<file path="config.mk">
export PLATFORM = sky130hd
export DESIGN_NAME = tlb_array_ctrl
export DESIGN_NICKNAME = d
export VERILOG_FILES = /design/src/rtl/tlb_array_ctrl.sv
export SDC_FILE = /design/constraint.sdc
export NUM_CORES = 2
export LEC_CHECK = 0
export ABC_CLOCK_PERIOD_IN_PS = 5200
export BUFFER_PORTS_ARGS = -buffer_cell sky130_fd_sc_hd__buf_2
export CAP_MARGIN = 20
export CORE_ASPECT_RATIO = 2
export CORE_UTILIZATION = 48
export CTS_BUF_LIST = sky130_fd_sc_hd__clkbuf_8
export DETAILED_ROUTE_END_ITERATION = 12
export GPL_ROUTABILITY_DRIVEN = 1
export PLACE_DENSITY_LB_ADDON = 0.05
export SYNTH_ARGS = -nofsm -noshare
export SYNTH_HDL_FRONTEND = slang
export SYNTH_SLANG_ARGS = --single-unit
</file>
<file path="constraint.sdc">
create_clock -name clk -period 5.2 [get_ports clk]
set_clock_uncertainty 0.1 [all_clocks]
set_input_delay 0 -clock clk [delete_from_list [all_inputs] [get_ports clk]]
set_output_delay 0 -clock clk [all_outputs]
set_load 0.01 [all_outputs]
</file>
<file path="src/rtl/tlb_array_ctrl.sv">
// LoongArch32 software-managed TLB array with TLBWR/TLBFILL/TLBRD/TLBSRCH controller.
// Define TLB_INVTLB_EN to add the INVTLB port group and single-cycle invalidate logic.
module tlb_array_ctrl #(
  parameter int ENTRIES = 16,
  parameter int INDEX_W = 4
) (
  input  logic               clk,
  input  logic               rst_n,
  input  logic               tlbwr_req,
  input  logic               tlbfill_req,
  input  logic               tlbrd_req,
  input  logic               tlbsrch_req,
  input  logic [INDEX_W-1:0] csr_tlbidx_idx,
  input  logic [5:0]         csr_tlbidx_ps,
  input  logic               csr_tlbidx_ne,
  input  logic [18:0]        csr_tlbehi_vppn,
  input  logic [31:0]        csr_tlbelo0,
  input  logic [31:0]        csr_tlbelo1,
  input  logic [9:0]         csr_asid,
`ifdef TLB_INVTLB_EN
  input  logic               inv_req,
  input  logic [4:0]         inv_op,
  input  logic [9:0]         inv_asid,
  input  logic [18:0]        inv_vppn,
`endif
  output logic               busy,
  output logic               TLBRD_en,
  output logic [19:0]        TLB_PPN_0_RD,
  output logic [19:0]        TLB_PPN_1_RD,
  output logic [5:0]         TLB_flags_0,
  output logic [5:0]         TLB_flags_1,
  output logic               TLB_G_0,
  output logic               TLB_G_1,
  output logic [18:0]        rd_vppn,
  output logic [5:0]         rd_ps,
  output logic [9:0]         rd_asid,
  output logic               rd_ne,
  output logic               srch_done,
  output logic               srch_hit,
  output logic [INDEX_W-1:0] srch_idx
);

  // Requests are single-cycle pulses accepted only in IDLE; anything else is dropped.
  typedef enum logic {IDLE, SRCH} state_e;

  typedef struct packed {
    logic [18:0] vppn;
    logic [5:0]  ps;
    logic [9:0]  asid;
    logic        g;
    logic [19:0] ppn0;
    logic [5:0]  flags0;
    logic [19:0] ppn1;
    logic [5:0]  flags1;
  } fields_t;

  typedef struct packed {
    logic    e;
    fields_t f;
  } entry_t;

  state_e             state_q, state_d;
  logic [INDEX_W-1:0] scan_idx_q, scan_idx_d;
  logic [INDEX_W-1:0] fill_ptr_q, fill_ptr_d;
  entry_t             tlb_q [ENTRIES];
  entry_t             tlb_d [ENTRIES];
  fields_t            rd_q, rd_d;
  logic               rd_ne_q, rd_ne_d;
  logic               rd_en_q, rd_en_d;
  logic               done_q, done_d;
  logic               hit_q, hit_d;
  logic [INDEX_W-1:0] sidx_q, sidx_d;

  logic               idle, wr_go, fill_go, rd_go, srch_go;
  entry_t             new_entry;
  logic [INDEX_W-1:0] cmp_idx;
  logic               cmp_hit;

  function automatic logic vppn_eq(input logic [5:0] ps, input logic [18:0] a,
                                   input logic [18:0] b);
    if (ps == 6'd21) return a[18:9] == b[18:9];
    return a == b;
  endfunction

`ifdef TLB_INVTLB_EN
  logic inv_go;

  function automatic logic inv_hit(input entry_t ent, input logic [4:0] op,
                                   input logic [9:0] asid, input logic [18:0] vppn);
    logic am, vm, res;
    am = (ent.f.asid == asid);
    vm = vppn_eq(ent.f.ps, ent.f.vppn, vppn);
    case (op)
      5'd0, 5'd1: res = 1'b1;
      5'd2:       res = ent.f.g;
      5'd3:       res = ~ent.f.g;
      5'd4:       res = ~ent.f.g & am;
      5'd5:       res = ~ent.f.g & am & vm;
      5'd6:       res = (ent.f.g | am) & vm;
      default:    res = 1'b0;
    endcase
    return res;
  endfunction

  assign inv_go = idle & ~tlbwr_req & ~tlbfill_req & ~tlbrd_req & ~tlbsrch_req & inv_req;
`endif

  assign idle    = (state_q == IDLE);
  assign wr_go   = idle & tlbwr_req;
  assign fill_go = idle & ~tlbwr_req & tlbfill_req;
  assign rd_go   = idle & ~tlbwr_req & ~tlbfill_req & tlbrd_req;
  assign srch_go = idle & ~tlbwr_req & ~tlbfill_req & ~tlbrd_req & tlbsrch_req;

  always_comb begin
    new_entry          = '0;
    new_entry.e        = ~csr_tlbidx_ne;
    new_entry.f.vppn   = csr_tlbehi_vppn;
    new_entry.f.ps     = csr_tlbidx_ps;
    new_entry.f.asid   = csr_asid;
    new_entry.f.g      = csr_tlbelo0[6] & csr_tlbelo1[6];
    new_entry.f.ppn0   = csr_tlbelo0[27:8];
    new_entry.f.flags0 = csr_tlbelo0[5:0];
    new_entry.f.ppn1   = csr_tlbelo1[27:8];
    new_entry.f.flags1 = csr_tlbelo1[5:0];
  end

  // Entry 0 is compared in the request cycle itself so a hit at k completes k+1 cycles later.
  assign cmp_idx = idle ? '0 : scan_idx_q;
  assign cmp_hit = tlb_q[cmp_idx].e &&
                   (tlb_q[cmp_idx].f.g || (tlb_q[cmp_idx].f.asid == csr_asid)) &&
                   vppn_eq(tlb_q[cmp_idx].f.ps, tlb_q[cmp_idx].f.vppn, csr_tlbehi_vppn);

  always_comb begin
    state_d    = state_q;
    scan_idx_d = scan_idx_q;
    fill_ptr_d = fill_ptr_q;
    for (int i = 0; i < ENTRIES; i++) tlb_d[i] = tlb_q[i];
    rd_d       = rd_q;
    rd_ne_d    = rd_ne_q;
    rd_en_d    = 1'b0;
    done_d     = 1'b0;
    hit_d      = hit_q;
    sidx_d     = sidx_q;

    if (wr_go) tlb_d[csr_tlbidx_idx] = new_entry;

    if (fill_go) begin
      tlb_d[fill_ptr_q] = new_entry;
      fill_ptr_d        = fill_ptr_q + INDEX_W'(1);
    end

    if (rd_go) begin
      rd_en_d = 1'b1;
      rd_ne_d = ~tlb_q[csr_tlbidx_idx].e;
      rd_d    = tlb_q[csr_tlbidx_idx].e ? tlb_q[csr_tlbidx_idx].f : '0;
    end

    if (srch_go) begin
      if (cmp_hit) begin
        done_d = 1'b1;
        hit_d  = 1'b1;
        sidx_d = '0;
      end else begin
        state_d    = SRCH;
        scan_idx_d = INDEX_W'(1);
      end
    end else if (state_q == SRCH) begin
      if (cmp_hit) begin
        done_d  = 1'b1;
        hit_d   = 1'b1;
        sidx_d  = scan_idx_q;
        state_d = IDLE;
      end else if (scan_idx_q == INDEX_W'(ENTRIES - 1)) begin
        done_d  = 1'b1;
        hit_d   = 1'b0;
        sidx_d  = '0;
        state_d = IDLE;
      end else begin
        scan_idx_d = scan_idx_q + INDEX_W'(1);
      end
    end

`ifdef TLB_INVTLB_EN
    if (inv_go) begin
      for (int i = 0; i < ENTRIES; i++)
        if (inv_hit(tlb_q[i], inv_op, inv_asid, inv_vppn)) tlb_d[i].e = 1'b0;
    end
`endif
  end

  always_ff @(posedge clk or negedge rst_n) begin
    if (!rst_n) begin
      state_q    <= IDLE;
      scan_idx_q <= '0;
      fill_ptr_q <= '0;
      for (int i = 0; i < ENTRIES; i++) tlb_q[i] <= '0;
      rd_q       <= '0;
      rd_ne_q    <= 1'b0;
      rd_en_q    <= 1'b0;
      done_q     <= 1'b0;
      hit_q      <= 1'b0;
      sidx_q     <= '0;
    end else begin
      state_q    <= state_d;
      scan_idx_q <= scan_idx_d;
      fill_ptr_q <= fill_ptr_d;
      for (int i = 0; i < ENTRIES; i++) tlb_q[i] <= tlb_d[i];
      rd_q       <= rd_d;
      rd_ne_q    <= rd_ne_d;
      rd_en_q    <= rd_en_d;
      done_q     <= done_d;
      hit_q      <= hit_d;
      sidx_q     <= sidx_d;
    end
  end

  assign busy         = (state_q == SRCH);
  assign TLBRD_en     = rd_en_q;
  assign TLB_PPN_0_RD = rd_q.ppn0;
  assign TLB_PPN_1_RD = rd_q.ppn1;
  assign TLB_flags_0  = rd_q.flags0;
  assign TLB_flags_1  = rd_q.flags1;
  assign TLB_G_0      = rd_q.g;
  assign TLB_G_1      = rd_q.g;
  assign rd_vppn      = rd_q.vppn;
  assign rd_ps        = rd_q.ps;
  assign rd_asid      = rd_q.asid;
  assign rd_ne        = rd_ne_q;
  assign srch_done    = done_q;
  assign srch_hit     = hit_q;
  assign srch_idx     = sidx_q;

endmodule

</file>
==> impl_metrics.csv <==
group,metric,value,unit
outcome,status,"complete, no violations",
clock_network,clk_root_buf,"sky130_fd_sc_hd__clkbuf_8",
yosys,synth.area.top_cells,"sky130_fd_sc_hd__dfrtp_1, sky130_fd_sc_hd__mux2_2, sky130_fd_sc_hd__mux4_2",
yosys,synth.cells.most_frequent,"sky130_fd_sc_hd__dfrtp_1, sky130_fd_sc_hd__mux2_2, sky130_fd_sc_hd__mux4_2",
critical_path,critical_path.max_fanout,91,
detailed_routing,wl_per_cell,29.8,um
power_and_ir_drop,power.ir.vdd_worst,293,uV
timing,period_needed,4.74,ns
place,gp_congestion,0.819,
detailed_routing,dr_drc_count,0,
clock_network,cts-buffers-inserted,226,
power_and_ir_drop,comb_power_share,34.7,%
yosys,synthesized_nets,4977,
detailed_routing,first_pass_iteration_count_of_the_detailed_router,5,
critical_path,cp_data_arrival_time,5.46,ns
timing,maxSlewHeadroom,21.6,%
yosys,synthFlopType,"sky130_fd_sc_hd__dfrtp_1",
critical_path,source_of_the_worst_register_to_register_timing_path,"busy$_DFFE_PN0P_",
yosys,postSynthRegisterBits,1529,
floorplanning,placeableCoreArea,0.151,mm2
floorplanning,floorplan.die.width,278,um
critical_path,cp_cell_sequence,"buf_4 -> clkinv_1 -> nand4_1 -> o22ai_4 -> buf_12 -> nand3_1 -> dlygate4sd3_1 -> o21ai_0 -> dlygate4sd3_1",
clock_network,htree_num_levels,4,
place,pre_cts_ws,0.672,ns
clock_network,postCtsResizedCells,0,
clock_network,clk_pin_slew,0.07,ns
timing,slew_viol_final,0,
grt,overflow,0,
power_and_ir_drop,clock_network_fraction_of_total_power,21.0,%
final_layout,finish.instance_area,0.0829,mm2
clock_network,cts_setup_buffers,0,
critical_path,critical_path.most_common_cell,"sky130_fd_sc_hd__dlygate4sd3_1",
yosys,synthMostInstantiatedCell,"sky130_fd_sc_hd__dfrtp_1",
detailed_routing,initialDrtViolationCount,2617,
floorplanning,initial_core_util,48.3,%
place,place_inst,6671,
grt,grt_pass1_vias,48600,
detailed_routing,num_vias,45000,
timing,finalWorstSetupSlack,0.456,ns
power_and_ir_drop,cellPowerDensity,582,mW/mm2
grt,grt_antenna_before_repair,11,
critical_path,worst-endpoint-required,5.92,ns
critical_path,critical_path.reg2reg.endpoint,"tlb_q[52]$_DFF_PN0_",
timing,setup_violations,0,
final_layout,final.fill_count,12600,
timing,timing_hold_violations_final,0,
final_layout,layout-drive-gt1-share,49.0,%
yosys,mappedNetlistArea,0.0730,mm2
timing,timing.final.crit_share,91.2,%
floorplanning,boundaryPins,208,
final_layout,instances_no_fill,7258,
clock_network,cts_max_path_buffers,4,
hold_path,hp-class,"in -> reg",
floorplanning,die_y,554,um
hold_path,hold-path-cell-count,3,
yosys,synth_edf_count,0,
critical_path,crit_path_start_kind,"register",
power_and_ir_drop,internal_cell_power,32.6,mW
yosys,synth_top_area_cell,"sky130_fd_sc_hd__dfrtp_1",
grt,pin_count_of_the_biggest_net_entering_global_routing,152,
floorplanning,design.die.area,0.154,mm2
timing,fin_setup_tns,0,ns
yosys,synth_warnings,0,
detailed_routing,wirelength,217000,um
power_and_ir_drop,power.net_switching,15.7,mW
critical_path,reg2regPathDepth,9,
detailed_routing,drt.antenna.violating_nets,0,
critical_path,crit_family,"buffers and inverters",
critical_path,critical_path.n_buffers_inverters,5,
place,detailedPlacementHpwl,122000,um
final_layout,final_nets,5268,
power_and_ir_drop,fraction_of_power_spent_switching_nets,32.5,%
place,numPortBuffers,197,
timing,fmax,211,MHz
critical_path,crit_path_end_kind,"register",
hold_path,worst_hold_startpoint,"csr_tlbehi_vppn[7]",
final_layout,core_util_final,54.9,%
critical_path,worst_path_max_delay_cell,"sky130_fd_sc_hd__dfrtp_2",
critical_path,timing.critical_path.slowest_cell_delay,0.76,ns
flow_run,drv.max_cap_violation_count,0,
clock_network,tritoncts_clock_tree,"done",
yosys,ys_seq_area_share,52.4,%
hold_path,worst_case_hold_path_end_point,"tlb_q[966]$_DFF_PN0_",
grt,grt_pass1_wl,327000,um
timing,max_slew.worst_pin.slew,1.18,ns
clock_network,tritoncts_num_sinks,1529,
yosys,distinct_cell_type_count_after_synthesis,74,
timing,setup_repair_after_global_routing_missed_its_margin,"false",
place,area_after_detailed_placement,0.0763,mm2
clock_network,clock_latency,0.93,ns
power_and_ir_drop,power_frac_seq,44.3,%
yosys,post_synth.cell_area_avg,15.0,um2
yosys,synthesis.instances,4862,
floorplanning,floorplan.rows,202,
power_and_ir_drop,cellLeakagePower,35.7,nW
yosys,synth_largest_type_area_fraction,52.4,%
detailed_routing,avgViaCountPerCell,6.20,
critical_path,rrSetupSlack,0.46,ns
final_layout,area_delta_synth_final,13.5,%
yosys,fraction_of_registers_with_async_set_reset,100,%
grt,grtUsageTotal,28.6,%
critical_path,worst-setup-path-type,"reg -> reg",
kinds of logic (layout without fill, tap and decap cells):
family / count (synthesis) / count (layout) / share of synthesized area [%]
XOR/XNOR: 33 / 33 / 0.396
other: 0 / 6 / 0
AND/OR/NAND/NOR: 415 / 415 / 3.01
AO/OA/AOI/OAI: 431 / 431 / 3.90
adder cells (fa/ha/maj): 5 / 5 / 0.0856
buffers and inverters: 486 / 938 / 3.03
flip-flops: 1529 / 1529 / 52.4
multiplexers: 1963 / 1963 / 37.2
layout make-up:
| cell class | instances | area, um2 | area share [%] |
|---|---|---|---|
| clock buffers | 292 | 4020 | 4.85 |
| multi-input cells | 2847 | 32800 | 39.5 |
| inverters | 21 | 78.8 | 0.0951 |
| well taps | 1938 | 2420 | 2.92 |
| clock inverters | 97 | 599 | 0.723 |
| repair buffers | 528 | 4740 | 5.71 |
| flip-flops and latches | 1529 | 38300 | 46.2 |
| diodes | 6 | 15.0 | 0.0181 |
worst max-delay path by stage:
stage / from / slack [ns] / end / depth (start not counted)
floorplan: scan_idx_q[1]$_DFFE_PN0P_ / 2.27 / scan_idx_q[0]$_DFFE_PN0P_ / 13
global placement: scan_idx_q[0]$_DFFE_PN0P_ / 0.72 / scan_idx_q[0]$_DFFE_PN0P_ / 10
detailed placement: scan_idx_q[0]$_DFFE_PN0P_ / 0.67 / scan_idx_q[0]$_DFFE_PN0P_ / 10
CTS: busy$_DFFE_PN0P_ / 0.51 / tlb_q[52]$_DFF_PN0_ / 9
global route: busy$_DFFE_PN0P_ / 0.40 / tlb_q[52]$_DFF_PN0_ / 9
finish: busy$_DFFE_PN0P_ / 0.46 / tlb_q[52]$_DFF_PN0_ / 9
flip-flops by register name (all words and copies together), names as in the netlist, 4 cells and up:
name and cells:
TLB_PPN_0_RD 20, TLB_PPN_1_RD 20, TLB_flags_0 6, TLB_flags_1 6, fill_ptr_q 4, rd_asid 10
rd_ps 6, rd_vppn 19, scan_idx_q 4, srch_idx 4, tlb_q 1424
metrics by stage:
step | hold WS (ns) | power, mW
after detailed placement | 0.0289 | 38.2
after global placement | 0.0248 | 37.6
final | 0.0612 | 48.3
after CTS | 0.00165 | 48.6
after floorplan | -0.396 | 32.5
after global routing | 0.0591 | 50.8
layer usage:
metal	up-vias	wire [um]	track usage (%)
li1	18800	-	-
met5	-	72	0
met4	10	8120	10.6
met3	447	8560	3.40
met1	24400	89200	37.1
met2	1248	111000	49.0
repair_timing:
action,in CTS,in global routing
hold endpoints to repair,2807,0
hold buffers,190,0
setup endpoints to repair,0,0
cells in the final DEF, fill, tap and decap left out, drive strengths merged, types with 8 or more instances in the layout:
cell,n
dfrtp,1529
mux2,1433
mux4,458
buf,339
clkbuf,292
dlygate4sd3,189
o21ai,173
nand2,152
nand2b,95
inv,89
mux2i,72
a21oi,49
nor2,45
o22ai,45
o221ai,31
nand3,29
a211oi,22
clkinv,20
nand4b,18
xnor2,18
nor4bb,16
xor2,15
a221oi,14
a2bb2oi,14
o211ai,14
nor2b,11
a31oi,10
and2,10
nor3,9
a221o,8
power by group through the flow:
stage	sequential [mW]	combinational, mW	clock [mW]
floorplan	20.2	12.3	0
global placement	21.3	16.3	0
detailed placement	21.6	16.7	0
CTS	21.3	16.8	10.4
global route	22.1	17.9	10.9
finish	21.4	16.8	10.1
worst register-to-register path, stage by stage, from the launching register on:
cell and delay [ns]:
sky130_fd_sc_hd__dfrtp_2 0.76, sky130_fd_sc_hd__buf_4 0.47, sky130_fd_sc_hd__clkinv_1 0.65, sky130_fd_sc_hd__nand4_1 0.67, sky130_fd_sc_hd__o22ai_4 0.15, sky130_fd_sc_hd__buf_12 0.33, sky130_fd_sc_hd__nand3_1 0.29, sky130_fd_sc_hd__dlygate4sd3_1 0.56
sky130_fd_sc_hd__o21ai_0 0.07, sky130_fd_sc_hd__dlygate4sd3_1 0.59
(Power assumes the default switching activity.)
